===== src/rtl/pool_flatten_if.sv =====
// Layer-memory bus plus start/status handshake between the flatten block and its system.
// slave = the flatten block, master = the system/memory side.
interface pool_flatten_if #(
    parameter int DATA_W = 20,
    parameter int ADDR_W = 12
);
    logic              start;
    logic              mode;
    logic              busy;
    logic              done;
    logic              crd;
    logic [ADDR_W-1:0] caddr_rd;
    logic [DATA_W-1:0] cdata_rd;
    logic              cwr;
    logic [ADDR_W-1:0] caddr_wr;
    logic [DATA_W-1:0] cdata_wr;
    logic [2:0]        csel;

    modport slave (
        input  start, mode, cdata_rd,
        output busy, done, crd, caddr_rd, cwr, caddr_wr, cdata_wr, csel
    );

    modport master (
        output start, mode, cdata_rd,
        input  busy, done, crd, caddr_rd, cwr, caddr_wr, cdata_wr, csel
    );
endinterface


===== src/rtl/pool_flatten.sv =====
// Reads the two pooled kernel maps and writes them interleaved (or k0 only) into the flatten memory.
// Every output is registered; each state's port view is loaded on the edge that enters it.
module pool_flatten #(
    parameter int         DATA_W   = 20,
    parameter int         ADDR_W   = 12,
    parameter int         NPIX     = 1024,
    parameter logic [2:0] SRC0_SEL = 3'h3,
    parameter logic [2:0] SRC1_SEL = 3'h4,
    parameter logic [2:0] DST_SEL  = 3'h5
) (
    input  logic         clk,
    input  logic         reset,
    pool_flatten_if.slave bus
);
    localparam int IDX_W = $clog2(NPIX);

    typedef enum logic [2:0] {IDLE, RD0, WR0, RD1, WR1, FIN} state_t;

    state_t            state_q;
    logic [IDX_W-1:0]  n_q;
    logic              mode_q;
    logic              busy_q;
    logic              done_q;
    logic              crd_q;
    logic              cwr_q;
    logic [2:0]        csel_q;
    logic [ADDR_W-1:0] caddr_rd_q;
    logic [ADDR_W-1:0] caddr_wr_q;
    logic [DATA_W-1:0] cdata_wr_q;

    logic [IDX_W-1:0]  n_inc_d;
    logic              last_d;

    assign n_inc_d = n_q + 1'b1;
    assign last_d  = (n_q == IDX_W'(NPIX - 1));

    assign bus.busy     = busy_q;
    assign bus.done     = done_q;
    assign bus.crd      = crd_q;
    assign bus.cwr      = cwr_q;
    assign bus.csel     = csel_q;
    assign bus.caddr_rd = caddr_rd_q;
    assign bus.caddr_wr = caddr_wr_q;
    assign bus.cdata_wr = cdata_wr_q;

    always_ff @(posedge clk or negedge reset) begin
        if (!reset) begin
            state_q    <= IDLE;
            n_q        <= '0;
            mode_q     <= 1'b0;
            busy_q     <= 1'b0;
            done_q     <= 1'b0;
            crd_q      <= 1'b0;
            cwr_q      <= 1'b0;
            csel_q     <= 3'h0;
            caddr_rd_q <= '0;
            caddr_wr_q <= '0;
            cdata_wr_q <= '0;
        end else begin
            // Strobes, select and write data fall back to idle unless the next state drives them.
            done_q     <= 1'b0;
            crd_q      <= 1'b0;
            cwr_q      <= 1'b0;
            csel_q     <= 3'h0;
            cdata_wr_q <= '0;
            case (state_q)
                IDLE: begin
                    if (bus.start) begin
                        state_q    <= RD0;
                        mode_q     <= bus.mode;
                        n_q        <= '0;
                        busy_q     <= 1'b1;
                        crd_q      <= 1'b1;
                        csel_q     <= SRC0_SEL;
                        caddr_rd_q <= '0;
                    end
                end
                RD0: begin
                    state_q    <= WR0;
                    cwr_q      <= 1'b1;
                    csel_q     <= DST_SEL;
                    cdata_wr_q <= bus.cdata_rd;
                    caddr_wr_q <= mode_q ? ADDR_W'(n_q) : ADDR_W'({n_q, 1'b0});
                end
                WR0: begin
                    if (!mode_q) begin
                        state_q    <= RD1;
                        crd_q      <= 1'b1;
                        csel_q     <= SRC1_SEL;
                        caddr_rd_q <= ADDR_W'(n_q);
                    end else if (!last_d) begin
                        state_q    <= RD0;
                        n_q        <= n_inc_d;
                        crd_q      <= 1'b1;
                        csel_q     <= SRC0_SEL;
                        caddr_rd_q <= ADDR_W'(n_inc_d);
                    end else begin
                        state_q <= FIN;
                        busy_q  <= 1'b0;
                        done_q  <= 1'b1;
                    end
                end
                RD1: begin
                    state_q    <= WR1;
                    cwr_q      <= 1'b1;
                    csel_q     <= DST_SEL;
                    cdata_wr_q <= bus.cdata_rd;
                    caddr_wr_q <= ADDR_W'({n_q, 1'b1});
                end
                WR1: begin
                    if (!last_d) begin
                        state_q    <= RD0;
                        n_q        <= n_inc_d;
                        crd_q      <= 1'b1;
                        csel_q     <= SRC0_SEL;
                        caddr_rd_q <= ADDR_W'(n_inc_d);
                    end else begin
                        state_q <= FIN;
                        busy_q  <= 1'b0;
                        done_q  <= 1'b1;
                    end
                end
                FIN: begin
                    state_q <= IDLE;
                    n_q     <= '0;
                end
                default: state_q <= IDLE;
            endcase
        end
    end
endmodule


===== src/flat_wrapper.sv =====
// flat-port wrapper written by rule: the top's interface ports become plain ports
module pool_flatten_flat 
#(
    parameter int         DATA_W   = 20,
    parameter int         ADDR_W   = 12,
    parameter int         NPIX     = 1024,
    parameter logic [2:0] SRC0_SEL = 3'h3,
    parameter logic [2:0] SRC1_SEL = 3'h4,
    parameter logic [2:0] DST_SEL  = 3'h5
)
  (clk, reset, bus_start, bus_mode, bus_cdata_rd, bus_busy, bus_done, bus_crd, bus_caddr_rd, bus_cwr, bus_caddr_wr, bus_cdata_wr, bus_csel);
  pool_flatten_if #(.DATA_W(DATA_W), .ADDR_W(ADDR_W)) bus_i ();
  input  logic clk;
  input  logic reset;
  input wire logic [$bits(bus_i.start)-1:0] bus_start;
  input wire logic [$bits(bus_i.mode)-1:0] bus_mode;
  input wire logic [$bits(bus_i.cdata_rd)-1:0] bus_cdata_rd;
  output wire logic [$bits(bus_i.busy)-1:0] bus_busy;
  output wire logic [$bits(bus_i.done)-1:0] bus_done;
  output wire logic [$bits(bus_i.crd)-1:0] bus_crd;
  output wire logic [$bits(bus_i.caddr_rd)-1:0] bus_caddr_rd;
  output wire logic [$bits(bus_i.cwr)-1:0] bus_cwr;
  output wire logic [$bits(bus_i.caddr_wr)-1:0] bus_caddr_wr;
  output wire logic [$bits(bus_i.cdata_wr)-1:0] bus_cdata_wr;
  output wire logic [$bits(bus_i.csel)-1:0] bus_csel;
  assign bus_i.start = bus_start;
  assign bus_i.mode = bus_mode;
  assign bus_i.cdata_rd = bus_cdata_rd;
  assign bus_busy = bus_i.busy;
  assign bus_done = bus_i.done;
  assign bus_crd = bus_i.crd;
  assign bus_caddr_rd = bus_i.caddr_rd;
  assign bus_cwr = bus_i.cwr;
  assign bus_caddr_wr = bus_i.caddr_wr;
  assign bus_cdata_wr = bus_i.cdata_wr;
  assign bus_csel = bus_i.csel;
  pool_flatten #(.DATA_W(DATA_W), .ADDR_W(ADDR_W), .NPIX(NPIX), .SRC0_SEL(SRC0_SEL), .SRC1_SEL(SRC1_SEL), .DST_SEL(DST_SEL)) u_core (.clk(clk), .reset(reset), .bus(bus_i));
endmodule

===== config.mk =====
export PLATFORM = sky130hd
export DESIGN_NAME = pool_flatten_flat
export DESIGN_NICKNAME = d
export VERILOG_FILES = /design/src/rtl/pool_flatten_if.sv /design/src/rtl/pool_flatten.sv /design/src/flat_wrapper.sv
export SDC_FILE = /design/constraint.sdc
export NUM_CORES = 1
export LEC_CHECK = 0
export CAP_MARGIN = 5
export CORE_ASPECT_RATIO = 0.6
export CORE_MARGIN = 2
export CORE_UTILIZATION = 49
export DETAILED_ROUTE_END_ITERATION = 6
export GPL_TIMING_DRIVEN = 1
export MAX_ROUTING_LAYER = met4
export PLACE_DENSITY = 0.81
export SKIP_CTS_REPAIR_TIMING = 1
export SLEW_MARGIN = 20
export SYNTH_ARGS = -nofsm -noshare
export SYNTH_HDL_FRONTEND = slang
export SYNTH_SLANG_ARGS = --single-unit

===== constraint.sdc =====
create_clock -name clk -period 6.5 [get_ports clk]
set_clock_uncertainty 0.1 [all_clocks]
set_input_delay 0.65 -clock clk [delete_from_list [all_inputs] [get_ports clk]]
set_output_delay 0.65 -clock clk [all_outputs]
set_load 0.05 [all_outputs]

==> qor.csv, run 1 <==
stage,metric,value,unit
setup_path,r2r-end,u_core.bus.caddr_wr[2],
clocking,cts_buffers,9,
die,initial_core_util,52.3,%
die,coreArea,5200,um2
finish,regArea,1600,um2
synthesis,synthDistinctLibCells,46,
route,wl_per_cell,16.5,um
synthesis,yosys_warnings,0,
setup_path,cp_top_family,simple AND/OR/NAND/NOR gates,
setup_path,critPathMaxStageDelay,0.59,ns
synthesis,yosysSeqAreaShare,58.9,%
setup_path,path_class,reg2reg,
hold_path,hp-class,in2async,
sta,setup_violations,0,
sta,hold_viol_final,0,
placed_design,gp_congestion,1.00,
flow_run,cap_viol_max_count,0,
synthesis,netlist_area,2720,um2
synthesis,synth_top_cell_by_area,dfrtp_1,
die,pin_count,75,
setup_path,setup.worst_path.start,u_core.state_q[2],
setup_path,critPathSlowestCell,inv_1,
route,drt.antenna.violating_nets,0,
setup_path,cp_cell_sequence,"inv_1, nand2_1, inv_1, nand2_1, nand2_1, mux2i_1, o21ai_0",
synthesis,synth_cells,243,
die,fp.dieArea,6190,um2
setup_path,cp-endpoint,u_core.bus.caddr_wr[2],
sta,whs,0.358,ns
synthesis,synthesis.nets,268,
finish,diodes,0,
die,num_rows,20,
setup_path,rrSetupSlack,3.76,ns
synthesis,synth-main-ff-cell,dfrtp_1,
sta,fmax,365,MHz
setup_path,cp.arrival,2.84,ns
finish,postLayoutCoreUtil,69.0,%
power_and_ir_drop,peakVddDrop,0.277,mV
grt,track_usage,23.8,%
grt,grt_pass1_wl,10.4,mm
route,routed_via_density,5.39,
grt,antenna_found_initial,0,
finish,fillCellCount,390,
synthesis,synth-edff-count,0,
setup_path,cp.depth,7,
route,dr.first_iter.drc_count,220,
power_and_ir_drop,p_per_area,437,nW/um2
sta,drv_slew,0,
synthesis,avgSynthCellArea,11.2,um2
finish,drive_gt1_share,10.2,%
setup_path,start_kind,register,
sta,rsz0062_at_grt,false,
setup_path,r2r_start,u_core.state_q[2],
setup_path,rr_worst_depth,7,
route,vias,2055,
sta,timing_worst_slew_pin_value,0.782,ns
route,drc_errors,0,
synthesis,synth_top_area_share,58.9,%
clocking,clkTransAtPathRegs,0.07,ns
run_status,outcome,"finished, final reports clean",
sta,slew_headroom,47.9,%
synthesis,ys_ff_latch,64,
setup_path,worstPathRequired,6.59,ns
setup_path,crit_top_cell,nand2_1,
sta,layout_min_cycle_time,2.74,ns
sta,fin_tns_setup,0,ns
synthesis,yosys-top-cells-area,"dfrtp_1 (59%), and2_1 (4.6%), o21ai_0 (4.0%)",
clocking,cts_root_buf,clkbuf_8,
setup_path,path_buf_inv,2,
clocking,cts_tree,done,
route,firstDrtPassIters,4,
clocking,clkSinkCount,64,
clocking,clk_latency,0.34,ns
power_and_ir_drop,leakage,1.66,nW
finish,fin_nets,336,
finish,layout-area-overhead-vs-synth,32.0,%
synthesis,synthMostInstantiatedCell,dfrtp_1,
setup_path,end_kind,register,
clocking,htreeDepth,3,
placed_design,io_buffer_count,73,
clocking,cts_buffer_depth,2,
synthesis,async_flop_share,100,%
sta,period_share,42.2,%
die,chipWidth,100,um
grt,grt_pass1_vias,2018,
synthesis,synth_common_cells,"dfrtp_1 (64), nand2_1 (29), o21ai_0 (22), and2_1 (20), nor2_1 (10)",
route,wl,6.27,mm
setup_path,path_max_fanout,24,
finish,final_area,3590,um2
finish,multi_input_area,987,um2
placed_design,placed_area,3420,um2
placed_design,hpwl,4.45,mm
grt,globalRouteOverflowTotal,0,
grt,grt_start_max_net_pins,65,
die,die_h,61.7,um
==> worst register-to-register path, delay by kind of cell (launching register included) <==
kind	cells	cell delay (ns)
compound gates	1	0.10
buf+inv	2	0.76
flops	1	0.47
mux	1	0.27
simple gates	3	0.90
==> registers in the layout, indices dropped and copies added, names as in the netlist, 3 cells and up <==
| signal | count |
|---|---|
| u_core.bus.cdata_wr | 20 |
| u_core.bus.caddr_rd | 12 |
| u_core.bus.caddr_wr | 11 |
| u_core.n_q | 10 |
| u_core.bus.csel | 3 |
| u_core.state_q | 3 |
==> cell usage in the layout, fill, tap and decap left out, types with 4 or more instances in the layout <==
| cell | n |
|---|---|
| clkdlybuf4s50_1 | 72 |
| dfrtp_1 | 64 |
| nand2_1 | 29 |
| o21ai_0 | 22 |
| and2_1 | 20 |
| clkbuf_8 | 11 |
| nor2_1 | 10 |
| mux2i_1 | 9 |
| a21oi_1 | 8 |
| a21o_1 | 7 |
| nand3_1 | 5 |
| nand2b_1 | 5 |
| nor3_1 | 5 |
| a221o_2 | 5 |
| inv_1 | 4 |
==> cell families (layout without fill, tap and decap cells) <==
family                     Yosys count  after routing  share of synthesized area (%)
other                                1              1                          0.138
buffers and inverters               21             93                           5.19
AOI/OAI and AO/OA                   53             53                           13.2
and+or+nand+nor                     91             91                           17.7
adders and majority gates            1              1                          0.460
DFF                                 64             64                           58.9
muxes                               10             10                           3.72
xor gates and xnor gates             2              2                          0.644
==> power by group <==
group / switching (mW) / total, mW / internal (mW)
sequential: 0.0659 / 0.550 / 0.484
combinational: 0.484 / 0.721 / 0.237
clock: 0.145 / 0.300 / 0.156
total: 0.695 / 1.57 / 0.877
==> per-stage QoR <==
| stage | cells | total power, mW | setup WS (ns) |
|---|---|---|---|
| 2_1_floorplan | 243 | 1.06 | 4.31 |
| 3_3_place_gp | 366 | 1.26 | 3.90 |
| 3_5_place_dp | 366 | 1.27 | 3.77 |
| 4_1_cts | 381 | 1.58 | 3.75 |
| 5_1_grt | 381 | 1.65 | 3.44 |
| 6_report | 381 | 1.57 | 3.76 |
==> area by class of cell <==
class                      instances  share of cell area [%]
sequential                        64                    44.6
multi-input combinational        158                    27.5
timing repair buffer              74                    20.4
clock buffer                      12                    4.32
tap                               66                    2.30
clock inverter                     3                   0.488
inverter                           4                   0.418
==> how the worst min path moves through the flow <==
| stage | end | from | cells after the start |
|---|---|---|---|
| finish | u_core.bus.cdata_wr[17] | reset | 2 |
| detailed placement | u_core.bus.caddr_wr[7] | u_core.bus.caddr_wr[7] | 2 |
| floorplan | u_core.bus.busy | reset | 0 |
| CTS | u_core.bus.caddr_wr[7] | u_core.bus.caddr_wr[7] | 2 |
| global placement | u_core.bus.caddr_wr[10] | u_core.bus.caddr_wr[10] | 2 |
| global route | u_core.bus.caddr_rd[10] | u_core.bus.caddr_rd[10] | 1 |
==> routing by layer <==
layer  up-vias  GRT usage (%)  share of wire (%)
li1        979              -                  -
met1       996           33.7                 48
met2        72           33.4                 44
met3         8           8.17                7.1
met4         0           5.28               0.86
met5         -              -                  0
Power figures use the tool's default switching activity.
==> run 2: changes to the inputs <==
--- a/config.mk
+++ b/config.mk
@@ -8,11 +8,11 @@
 export CAP_MARGIN = 5
 export CORE_ASPECT_RATIO = 0.6
 export CORE_MARGIN = 2
-export CORE_UTILIZATION = 49
+export CORE_UTILIZATION = 48
 export DETAILED_ROUTE_END_ITERATION = 6
 export GPL_TIMING_DRIVEN = 1
 export MAX_ROUTING_LAYER = met4
-export PLACE_DENSITY = 0.81
+export PLACE_DENSITY = 0.8
 export SKIP_CTS_REPAIR_TIMING = 1
 export SLEW_MARGIN = 20
 export SYNTH_ARGS = -nofsm -noshare
==> constraint.sdc (replaced) <==
create_clock -name clk -period 2.6 [get_ports clk]
set_clock_uncertainty 0.1 [all_clocks]
set_input_delay 0.26 -clock clk [delete_from_list [all_inputs] [get_ports clk]]
set_output_delay 0.26 -clock clk [all_outputs]
set_load 0.05 [all_outputs]
==> qor.csv, run 2 (same netlist as run 1, synthesis figures left out) <==
stage,metric,value,unit,change
run_status,outcome,"finished, final reports clean",,
setup_path,start_kind,register,,
setup_path,end_kind,register,,
sta,period_share,88.4,%,+46 points
sta,finalWorstSetupSlack,0.301,ns,-3.46 ns
finish,largest_reg_flops,20,,unchanged
setup_path,r2r_start,u_core.n_q[0],,
placed_design,dp_slack,0.309,ns,-3.46 ns
grt,track_usage,21.7,%,-2.1 points
setup_path,r2r-end,u_core.bus.caddr_rd[5],,
sta,hold_viol_final,0,,unchanged
clocking,clkTransAtPathRegs,0.06,ns,about the same
sta,fmax,435,MHz,+19%
power_and_ir_drop,leakage,1.70,nW,+2.8%
grt,grt_start_max_net_pins,35,,-46%
flow_run,cap_viol_max_count,0,,unchanged
sta,timing_worst_slew_pin_value,0.725,ns,-0.0571 ns
hold_path,hp-class,in2reg,,
setup_path,worstPathRequired,2.73,ns,-3.86 ns
power_and_ir_drop,peakVddDrop,0.557,mV,+100%
clocking,cts_root_buf,clkbuf_8,,
placed_design,dp.cells,374,,+2.2%
hold_path,holdPathEnd,u_core.bus.cdata_wr[6],,
clocking,clkSinkCount,64,,unchanged
finish,fin_nets,342,,+1.8%
power_and_ir_drop,p_per_area,1110,nW/um2,+150%
sta,setup_violations,0,,unchanged
route,wl,5.99,mm,-4.5%
placed_design,hpwl,4.32,mm,-2.8%
die,chipWidth,101,um,+0.99%
finish,fin_cells,391,,+2.6%
sta,layout_min_cycle_time,2.30,ns,-0.444 ns
placed_design,io_buffer_count,73,,unchanged
clocking,cts_tree,done,,
clocking,clk_latency,0.35,ns,about the same
route,wl_per_cell,15.3,um,-6.9%
die,num_rows,21,,+5.0%
setup_path,path_max_fanout,13,,-46%
sta,slew_headroom,51.7,%,+3.8 points
die,fp.dieArea,6310,um2,+2.0%
die,die_h,62.3,um,+0.97%
clocking,cts_buffer_depth,2,,unchanged
setup_path,cp_cell_sequence,"ha_1, and3_1, and4_4, o311a_4, a221o_2",,
finish,multi_input_area,978,um2,-0.89%
die,coreArea,5520,um2,+6.0%
finish,diodes,0,,unchanged
setup_path,rrSetupSlack,0.30,ns,-3.46 ns
sta,drv_slew,0,,unchanged
placed_design,gp_congestion,0.915,,-8.6%
finish,fillCellCount,461,,+18%
grt,grt_pass1_vias,2037,,+0.94%
setup_path,rr_worst_depth,5,,-2
setup_path,critPathSlowestCell,dfrtp_1,,
finish,final_common_cell,clkdlybuf4s50_1,,
setup_path,path_class,reg2reg,,
die,pin_count,75,,unchanged
route,routed_via_density,5.26,,-2.5%
route,drt.antenna.violating_nets,0,,unchanged
setup_path,cp.arrival,2.43,ns,-0.41 ns
setup_path,path_buf_inv,0,,-2
clocking,htreeDepth,3,,unchanged
finish,regArea,1600,um2,unchanged
setup_path,cp_top_family,compound AO/OA/AOI/OAI gates,,
sta,whs,0.362,ns,+0.00413 ns
route,vias,2056,,+0.049%
hold_path,min_from,bus_cdata_rd[6],,
die,initial_core_util,49.3,%,-3.0 points
hold_path,hold_depth,2,,
route,drc_errors,0,,unchanged
sta,fin_tns_setup,0,ns,unchanged
grt,globalRouteOverflowTotal,0,,unchanged
sta,rsz0062_at_grt,false,,
grt,antenna_found_initial,0,,unchanged
clocking,cts_buffers,9,,unchanged
route,firstDrtPassIters,4,,unchanged
finish,drive_gt1_share,10.9,%,+0.71 points
route,dr.first_iter.drc_count,114,,-48%
finish,layout_common_cells,"clkdlybuf4s50_1 (72), dfrtp_1 (64), nand2_1 (29), o21ai_0 (22), and2_1 (20)",,
setup_path,critPathMaxStageDelay,0.46,ns,-0.13 ns
finish,layout-area-overhead-vs-synth,35.0,%,
grt,grt_pass1_wl,10.0,mm,-3.6%
## run 2: cell types whose count changed in the layout (fill, tap and decap cells not counted), sizes merged
cell | previous run | this run
buf | 2 | 7
bufinv | 0 | 1
clkbuf | 12 | 13
clkinvlp | 1 | 0
dlygate4sd3 | 0 | 1
## run 2: routing by layer
layer | part of all wire, % | track usage, % | up-vias
met3 | 10 | 7.21 | 4
met2 | 41 | 29.0 | 96
li1 | - | - | 982
met1 | 48 | 31.2 | 974
met4 | 0.67 | 7.09 | 0
met5 | 0 | - | -
## run 2: where the power goes
part	internal [mW]	switching [mW]	leakage (nW)
registers	1.21	0.153	0.852
clock network	0.492	0.357	0.103
logic	0.638	1.21	0.747
total	2.34	1.72	1.70
## run 2: worst max-delay path by stage
stage          slack (ns)  cells past startpoint                     end           from
6_report             0.30                      5  u_core.bus.caddr_rd[5]  u_core.n_q[0]
5_1_grt              0.20                      6  u_core.bus.caddr_rd[1]  u_core.n_q[0]
4_1_cts              0.30                      5  u_core.bus.caddr_rd[5]  u_core.n_q[0]
3_5_place_dp         0.31                      5  u_core.bus.caddr_rd[7]  u_core.n_q[0]
3_3_place_gp         0.37                      5  u_core.bus.caddr_rd[7]  u_core.n_q[0]
2_1_floorplan        0.41                      7  u_core.bus.caddr_rd[6]  u_core.n_q[0]
## run 2: cell type report
| type | instances | area share [%] |
|---|---|---|
| inverter | 4 | 0.409 |
| timing repair buffer | 80 | 21.6 |
| sequential | 64 | 43.6 |
| clock inverter | 3 | 1.09 |
| clock buffer | 13 | 4.33 |
| multi-input combinational | 158 | 26.6 |
| tap | 69 | 2.35 |
## run 2: worst register-to-register path, stage by stage (launching register included)
cell     delay, ns
dfrtp_1       0.46
ha_1          0.27
and3_1        0.27
and4_4        0.25
o311a_4       0.44
a221o_2       0.41
## run 2: through the flow
stage / cell area [um2] / power (mW) / utilization, %
2_1_floorplan: 2720 / 2.65 / -
3_3_place_gp: 3460 / 3.21 / 62.8
6_report: 3670 / 4.06 / 66.6
3_5_place_dp: 3460 / 3.23 / 62.8
4_1_cts: 3660 / 4.09 / 66.4
5_1_grt: 3670 / 4.28 / 66.6
==> run 3: changes to the inputs <==
--- a/config.mk
+++ b/config.mk
@@ -12,7 +12,7 @@
 export DETAILED_ROUTE_END_ITERATION = 6
 export GPL_TIMING_DRIVEN = 1
 export MAX_ROUTING_LAYER = met4
-export PLACE_DENSITY = 0.8
+export PLACE_DENSITY_LB_ADDON = 0.05
 export SKIP_CTS_REPAIR_TIMING = 1
 export SLEW_MARGIN = 20
 export SYNTH_ARGS = -nofsm -noshare
==> qor.csv, run 3 (same netlist as run 1, synthesis figures left out) <==
stage,metric,value,unit,change
run_status,outcome,"finished, violations left",,
run_status,violations,hold timing,,
finish,fillCellCount,419,,-9.1%
sta,setup_violations,0,,unchanged
placed_design,dp.cells,374,,unchanged
clocking,htreeDepth,3,,unchanged
hold_path,hp-class,in2async,,
clocking,clkTransAtPathRegs,0.07,ns,about the same
setup_path,start_kind,register,,
die,coreArea,5520,um2,unchanged
finish,postLayoutCoreUtil,67.1,%,+0.54 points
clocking,clk_latency,0.33,ns,-0.02 ns
sta,finalWorstSetupSlack,0.309,ns,+0.00838 ns
grt,track_usage,21.1,%,-0.61 points
route,drc_errors,0,,unchanged
clocking,cts_buffer_depth,2,,unchanged
finish,largest_reg_flops,20,,unchanged
setup_path,cp.arrival,2.41,ns,-0.02 ns
placed_design,io_buffer_count,73,,unchanged
sta,rsz0062_at_grt,false,,
setup_path,worstPathRequired,2.72,ns,about the same
sta,layout_min_cycle_time,2.29,ns,-0.00838 ns
finish,drive_gt1_share,11.5,%,+0.66 points
route,wl_per_cell,14.9,um,-2.6%
route,dr.first_iter.drc_count,152,,+33%
route,firstDrtPassIters,4,,unchanged
die,initial_core_util,49.3,%,unchanged
placed_design,hpwl,4.06,mm,-6.1%
clocking,cts_tree,done,,
setup_path,end_kind,register,,
sta,fin_tns_setup,0,ns,unchanged
grt,grt_pass1_wl,9.75,mm,-3.0%
placed_design,placed_area,3450,um2,-0.36%
finish,final_area,3700,um2,+0.82%
setup_path,cp_top_family,compound AO/OA/AOI/OAI gates,,
finish,final_common_cell,clkdlybuf4s50_1,,
sta,slew_headroom,47.8,%,-3.9 points
sta,fmax,436,MHz,+0.37%
route,routed_via_density,5.25,,-0.23%
die,chipWidth,101,um,unchanged
finish,layout-area-overhead-vs-synth,36.1,%,
finish,diodes,0,,unchanged
sta,period_share,88.1,%,-0.32 points
setup_path,path_buf_inv,0,,unchanged
sta,timing_worst_slew_pin_value,0.783,ns,+0.0587 ns
finish,fin_nets,341,,-0.29%
route,vias,2046,,-0.49%
sta,drv_slew,0,,unchanged
route,wl,5.82,mm,-2.8%
power_and_ir_drop,leakage,1.71,nW,+0.41%
finish,fin_cells,390,,-0.26%
route,wl_met1,2.94,mm,+2.3%
route,drt.antenna.violating_nets,0,,unchanged
clocking,cts_buffers,9,,unchanged
grt,antenna_found_initial,0,,unchanged
power_and_ir_drop,p_per_area,1150,nW/um2,+3.5%
setup_path,cp_cell_sequence,"ha_1, and3_1, and4_4, o311a_4, a221o_2",,
setup_path,critPathMaxStageDelay,0.46,ns,about the same
power_and_ir_drop,peakVddDrop,0.534,mV,-4.1%
finish,multi_input_area,978,um2,unchanged
finish,regArea,1600,um2,unchanged
power_and_ir_drop,power,4.24,mW,+4.4%
clocking,clkSinkCount,64,,unchanged
sta,hold_viol_final,25,,+25
flow_run,cap_viol_max_count,0,,unchanged
setup_path,path_max_fanout,13,,unchanged
finish,layout_common_cells,"clkdlybuf4s50_1 (72), dfrtp_1 (64), nand2_1 (29), o21ai_0 (22), and2_1 (20)",,
grt,grt_pass1_vias,1889,,-7.3%
setup_path,critPathSlowestCell,dfrtp_1,,
route,dr_wl_met3,482,um,-19%
sta,whs,-0.0159,ns,-0.378 ns
die,num_rows,21,,unchanged
placed_design,gp_congestion,0.905,,-1.1%
route,highest_layer,met4,,
die,fp.dieArea,6310,um2,unchanged
clocking,cts_root_buf,clkbuf_8,,
grt,globalRouteOverflowTotal,0,,unchanged
route,met2_length,2.39,mm,-3.9%
die,pin_count,75,,unchanged
grt,grt_start_max_net_pins,65,,+86%
setup_path,path_class,reg2reg,,
placed_design,dp_slack,0.327,ns,+0.0187 ns
die,die_h,62.3,um,unchanged
## run 3: per-layer routing
layer  up-vias  GRT usage, %
li1        985             -
met1       979          31.8
met2        80          27.1
met3         2          8.33
met4         0          3.55
met5         -             -
## run 3: layout make-up
class                      instances  share of cell area, %
multi-input combinational        158                   26.4
inverter                           4                  0.405
sequential                        64                   43.2
tap                               69                   2.33
timing repair buffer              79                   20.8
clock inverter                     6                   3.07
clock buffer                      10                   3.72
## run 3: path summary, 6_finish.rpt
kind | start | end | slack [ns] | depth (start not counted)
max | u_core.n_q[0] | u_core.bus.caddr_rd[5] | 0.31 | 5
min | reset | u_core.bus.caddr_rd[6] | -0.02 | 2
max reg2reg | u_core.n_q[0] | u_core.bus.caddr_rd[5] | 0.31 | 5
min reg2reg | u_core.bus.caddr_wr[4] | u_core.bus.caddr_wr[4] | 0.38 | 2
max in group asynchronous | reset | u_core.bus.caddr_rd[0] | 1.90 | 2
min in group clk | bus_cdata_rd[4] | u_core.bus.cdata_wr[4] | 0.37 | 2
## run 3: where the power goes
| part | leakage, nW | switching (mW) | internal (mW) |
|---|---|---|---|
| combinational | 0.738 | 1.19 | 0.632 |
| sequential | 0.852 | 0.159 | 1.21 |
| clock | 0.119 | 0.389 | 0.666 |
| total | 1.71 | 1.73 | 2.51 |
